<file path="src/rtl/lc3_pkg.sv">
// Shared LC-3 datapath definitions: branch-unit FSM states and NZP condition-code encodings.
package lc3_pkg;

  typedef enum logic [1:0] {
    IDLE  = 2'd0,
    EVAL  = 2'd1,
    REDIR = 2'd2
  } pcb_state_t;

  localparam logic [2:0] CC_N     = 3'b100;
  localparam logic [2:0] CC_Z     = 3'b010;
  localparam logic [2:0] CC_P     = 3'b001;
  localparam logic [2:0] CC_RESET = CC_Z;

endpackage

</file>
<file path="src/rtl/cc_gen.sv">
// Combinational NZP generator: classifies a 16-bit two's-complement value as negative, zero or positive.
module cc_gen
  import lc3_pkg::*;
(
  input  logic [15:0] value,
  output logic [2:0]  nzp
);

  always_comb begin
    if (value[15])
      nzp = CC_N;
    else if (value == 16'h0000)
      nzp = CC_Z;
    else
      nzp = CC_P;
  end

endmodule

</file>
<file path="src/rtl/pc_branch_unit.sv">
// PC and NZP holder that resolves conditional branches and redirects fetch to PC + offset.
// Optional taken-branch statistics counter is built only when PCB_STATS_EN is defined.
module pc_branch_unit
  import lc3_pkg::*;
#(
  parameter logic [15:0] RESET_PC = 16'h0000
) (
  input  logic        Clk,
  input  logic        Reset_n,
  input  logic        pc_inc,
  input  logic        ld_cc,
  input  logic [15:0] bus_in,
  input  logic        br_valid,
  output logic        br_ready,
  input  logic [2:0]  br_nzp,
  input  logic [15:0] br_sext,
  output logic [15:0] pc_out,
  output logic [2:0]  cc_nzp,
  output logic        redirect,
  output logic [15:0] target,
  output logic [15:0] br_taken_cnt
);

  pcb_state_t  state_reg;
  logic [15:0] pc_reg;
  logic [15:0] target_reg;
  logic [15:0] sext_reg;
  logic [2:0]  nzp_reg;
  logic [2:0]  cc_reg;
  logic        redirect_reg;

  logic [2:0]  cc_next;
  logic [15:0] sum_next;
  logic        taken;

  cc_gen u_cc_gen (
    .value (bus_in),
    .nzp   (cc_next)
  );

  // Modulo-2^16 add; the same sum feeds both the target register and the PC.
  assign sum_next = pc_reg + sext_reg;
  assign taken    = |(nzp_reg & cc_reg);

  always_ff @(posedge Clk or negedge Reset_n) begin
    if (!Reset_n) begin
      state_reg    <= IDLE;
      pc_reg       <= RESET_PC;
      target_reg   <= 16'h0000;
      sext_reg     <= 16'h0000;
      nzp_reg      <= 3'b000;
      cc_reg       <= CC_RESET;
      redirect_reg <= 1'b0;
    end else begin
      redirect_reg <= 1'b0;
      // CC loads are independent of the FSM; in EVAL the branch still sees the old value.
      if (ld_cc)
        cc_reg <= cc_next;
      case (state_reg)
        IDLE: begin
          if (pc_inc)
            pc_reg <= pc_reg + 16'd1;
          if (br_valid) begin
            nzp_reg   <= br_nzp;
            sext_reg  <= br_sext;
            state_reg <= EVAL;
          end
        end
        EVAL: begin
          target_reg <= sum_next;
          if (taken) begin
            pc_reg       <= sum_next;
            redirect_reg <= 1'b1;
            state_reg    <= REDIR;
          end else begin
            state_reg <= IDLE;
          end
        end
        REDIR: begin
          state_reg <= IDLE;
        end
        default: begin
          state_reg <= IDLE;
        end
      endcase
    end
  end

`ifdef PCB_STATS_EN
  logic [15:0] taken_cnt_reg;

  always_ff @(posedge Clk or negedge Reset_n) begin
    if (!Reset_n)
      taken_cnt_reg <= 16'h0000;
    else if (state_reg == EVAL && taken && taken_cnt_reg != 16'hFFFF)
      taken_cnt_reg <= taken_cnt_reg + 16'd1;
  end

  assign br_taken_cnt = taken_cnt_reg;
`else
  assign br_taken_cnt = 16'h0000;
`endif

  assign br_ready = (state_reg == IDLE);
  assign pc_out   = pc_reg;
  assign cc_nzp   = cc_reg;
  assign redirect = redirect_reg;
  assign target   = target_reg;

endmodule
</file>
<file path="config.mk">
export PLATFORM = sky130hd
export DESIGN_NAME = pc_branch_unit
export DESIGN_NICKNAME = d
export VERILOG_FILES = /design/src/rtl/lc3_pkg.sv /design/src/rtl/cc_gen.sv /design/src/rtl/pc_branch_unit.sv
export SDC_FILE = /design/constraint.sdc
export NUM_CORES = 1
export LEC_CHECK = 0
export BUFFER_PORTS_ARGS = -buffer_cell sky130_fd_sc_hd__buf_2
export CAP_MARGIN = 20
export CORE_ASPECT_RATIO = 0.7
export CORE_UTILIZATION = 53
export CTS_CLUSTER_DIAMETER = 50
export DETAILED_ROUTE_END_ITERATION = 7
export PLACE_DENSITY = 0.81
export RECOVER_POWER = 50
export SKIP_LAST_GASP = 1
export SYNTH_ARGS = -nofsm -noshare
export SYNTH_HDL_FRONTEND = slang
export SYNTH_SLANG_ARGS = --single-unit
</file>
<file path="constraint.sdc">
create_clock -name Clk -period 2.9 [get_ports Clk]
set_input_delay 0.145 -clock Clk [delete_from_list [all_inputs] [get_ports Clk]]
set_output_delay 0.145 -clock Clk [all_outputs]
set_load 0.05 [all_outputs]
</file>
==> impl_results.md <==
* Outcome: finished with violations
* Violated checks: max-capacitance violations, max-slew violations
* Tot GR Track Use at 25.2%
* Cell count after synthesis at 350
* Distinct cells, synth at 57
* Io pins at 93
* Fill cell count at 502
* Setup violations, final at 0
* Worst-path clk slew at 0.06 ns
* HP Class: in2reg
* Post-synth EDFFs at 0
* Sink Count at 57
* Primary FF master, synth: dfrtp_1
* H-tree Lvls at 3
* Final period utilization at 90.6%
* YS warnings at 0
* Critical R2R Capture: pc_out[12]$_DFFE_PN0P_
* Routed WL at 7860 microns
* Reg2Reg Launch Point: pc_out[0]$_DFFE_PN0P_
* Synth Register Bits at 57
* CP Cell Sequence: ha_1 -> fa_1 -> a21oi_1 -> o21ai_1 -> a21oi_1 -> o21ai_1 -> a31oi_1 -> xor2_1 -> a221oi_1
* Asr flop ratio synth at 100%
* HP Start: br_sext[12]
* Core ar. at 5930 sq um
* Routed wire per std cell at 15.4 microns
* Worst-skew pair later-pin latency at 0.34 ns
* Layout Nets at 486
* TritonRoute pass-1 iters at 7
* Worst path slowest cell: dfrtp_1
* Antenna Nets Post-Route at 0
* Site row count at 23
* Post-route cell area at 3940 sq um
* Vias in the first global route at 2710
* Unrepaired setup endpoints after global routing: no
* CP startpoint kind: flop
* Number of DRC markers in iteration 0 at 165
* WP data required at 3.14 ns
* Synth Cell Area at 3390 sq um
* Num CTS Buffers at 9
* Count of buffers from port buffering at 76
* Worst setup startpoint: pc_out[0]$_DFFE_PN0P_
* Sequential fraction of the synthesis area at 42.1%
* Residual overflow from global routing at 0
* Via count at 2872
* Worst VDD drop at 721 uV
* Final setup TNS at 0 ns
* N_diodes at 0
* FF-to-FF setup slack at 0.27 ns
* Worst-Margin Slew at 2.09 ns
* Root Buffer: clkbuf_8
* Detailed placement HPWL at 5850 microns
* Initial Utilization at 57.2%
* Worst-case clock skew at 0.00595 ns
* Post-CTS setup buffer count at 0
* P per Cell Area at 1330 nW/um^2
* Slew headroom at -39.4%
* # DRC at 0
* Crit Path Category: reg2reg
* Width of the die at 97.6 microns
* Area grow syn2layout at 16.2%
* Largest net degree at the start of global routing at 40
* Placer Congestion at 0.908
* CTS max path bufs at 2
* WP data arrival at 2.87 ns
* Final Hold Fails at 0
* Max-cap violations at 1
* First-pass GRT wire length at 12800 microns
* Die Height at 68.9 microns
* Layout cells sized above 1 at 17.1%
* CP endpoint: pc_out[12]$_DFFE_PN0P_
* Worst setup EP type: flop
* Critical Path Fanout Max at 5
* Placed Instance Area at 3780 sq um
* CP max stage delay at 0.43 ns
* Mean post-synth cell area at 9.68 sq um
* Drt via density at 5.64
* Leakage at 1.78 nW
* Highest Clock Rate at 0.381 GHz
* Initial antenna violation count at 0
* Die area at 6720 sq um
* Worst-case reg-to-reg path depth at 9
* Min Tclk post-route at 2.63 ns
* TritonCTS clock tree: yes
* Final slew viol count at 40
## worst min path at each step
stage               slack (ns)  cells past startpoint                       end
floorplan                -0.15                      0     cc_nzp[0]$_DFFE_PN0P_
global placement          0.30                      1     cc_nzp[0]$_DFFE_PN0P_
detailed placement        0.30                      1     cc_nzp[0]$_DFFE_PN0P_
CTS                     0.0005                      2  sext_reg[13]$_DFFE_PN0P_
global route             0.006                      2  sext_reg[14]$_DFFE_PN0P_
finish                    0.02                      2  sext_reg[12]$_DFFE_PN0P_
## metal layers
metal	wire length, microns	track usage, %	vias to the layer above	share of wire, %
met4	78	8.82	0	0.99
met2	3500	41.0	117	45
li1	-	-	1389	-
met3	609	8.97	11	7.7
met1	3670	31.8	1355	47
met5	0	0	-	0
## cell type report
class,count,area [sq um],share of cell area [%]
Multi-Input combinational cell,272,1810,46.1
Sequential cell,57,1430,36.2
Timing Repair Buffer,83,392,9.94
Inverter,6,22.5,0.572
Clock inverter,3,40.0,1.02
Clock buffer,13,149,3.78
Tap cell,75,93.8,2.38
## report_power, final
| group | internal [mW] | switching [mW] | total, mW |
|---|---|---|---|
| sequential | 1.10 | 0.329 | 1.43 |
| combinational | 0.972 | 2.11 | 3.08 |
| clock | 0.418 | 0.302 | 0.720 |
| total | 2.49 | 2.74 | 5.23 |
## synth_stat cells (2+ instances only)
library cell	n	area (sq um)
dfrtp_1	56	1400
nand2_1	40	150
a21oi_1	28	140
nor2_1	28	105
mux2_1	19	214
o21ai_1	17	85.1
buf_4	16	120
ha_1	16	200
nand3_1	10	50.1
clkbuf_1	8	30.0
xor2_1	8	70.1
and3_1	6	37.5
buf_2	6	30.0
nor4_1	6	37.5
xnor2_1	6	52.6
a21o_1	5	37.5
nand4_1	5	31.3
o21ai_0	5	25.0
a31oi_1	4	25.0
inv_1	4	15.0
mux2_2	4	45.0
a211oi_1	3	22.5
a22o_1	3	26.3
and2_1	3	18.8
mux2i_1	3	30.0
o211ai_1	3	22.5
a221oi_1	2	17.5
and4_1	2	17.5
inv_2	2	7.51
nor2b_1	2	12.5
nor3_1	2	10.0
o22a_1	2	17.5
o22ai_1	2	12.5
## worst max-delay path: cells and delay by family (launching register included)
family,cells,cell delay (ns)
AOI/OAI and AO/OA,6,1.29
DFF,1,0.43
xor gates and xnor gates,1,0.11
adders and majority gates,2,0.70
## kinds of logic after synthesis
logic type | count (synthesis) | synth area share [%]
other | 1 | 0.111
AO/OA/AOI/OAI | 90 | 17.9
flip-flops | 57 | 42.1
AND/OR/NAND/NOR | 108 | 14.7
buffers and inverters | 36 | 5.98
adder cells (fa/ha/maj) | 17 | 6.50
XOR/XNOR | 15 | 4.10
multiplexers | 26 | 8.53
## timing repair
item / in CTS / in global routing
hold endpoints to repair: 37 / 1
hold buffers: 1 / 1
gates resized for setup: 0 / 0
setup endpoints to repair: 0 / 0
## stage by stage
step	total power, mW	utilization (%)	cells	hold WS [ns]	worst slack [ns]
after global placement	4.46	63.7	491	0.298	0.378
after detailed placement	4.55	63.7	491	0.305	0.309
after floorplan	3.87	-	365	-0.151	0.250
after global routing	5.59	66.4	509	0.00562	0.0590
final	5.23	66.4	509	0.0159	0.274
after CTS	5.28	67.1	508	0.000535	0.297
## layout by cell type, fill, tap and decap left out, types with 8 or more instances in the layout
| cell | Yosys | routed |
|---|---|---|
| nand2_1 | 40 | 40 |
| conb_1 | 1 | 16 |
| buf_2 | 6 | 42 |
| mux2_1 | 19 | 19 |
| nor2_1 | 28 | 28 |
| dfrtp_1 | 56 | 56 |
| o21ai_1 | 17 | 17 |
| a21oi_1 | 28 | 28 |
| clkbuf_1 | 8 | 38 |
| xor2_1 | 8 | 8 |
| ha_1 | 16 | 16 |
| nand3_1 | 10 | 10 |
| clkbuf_8 | 0 | 10 |
Power figures use the tool's default switching activity.
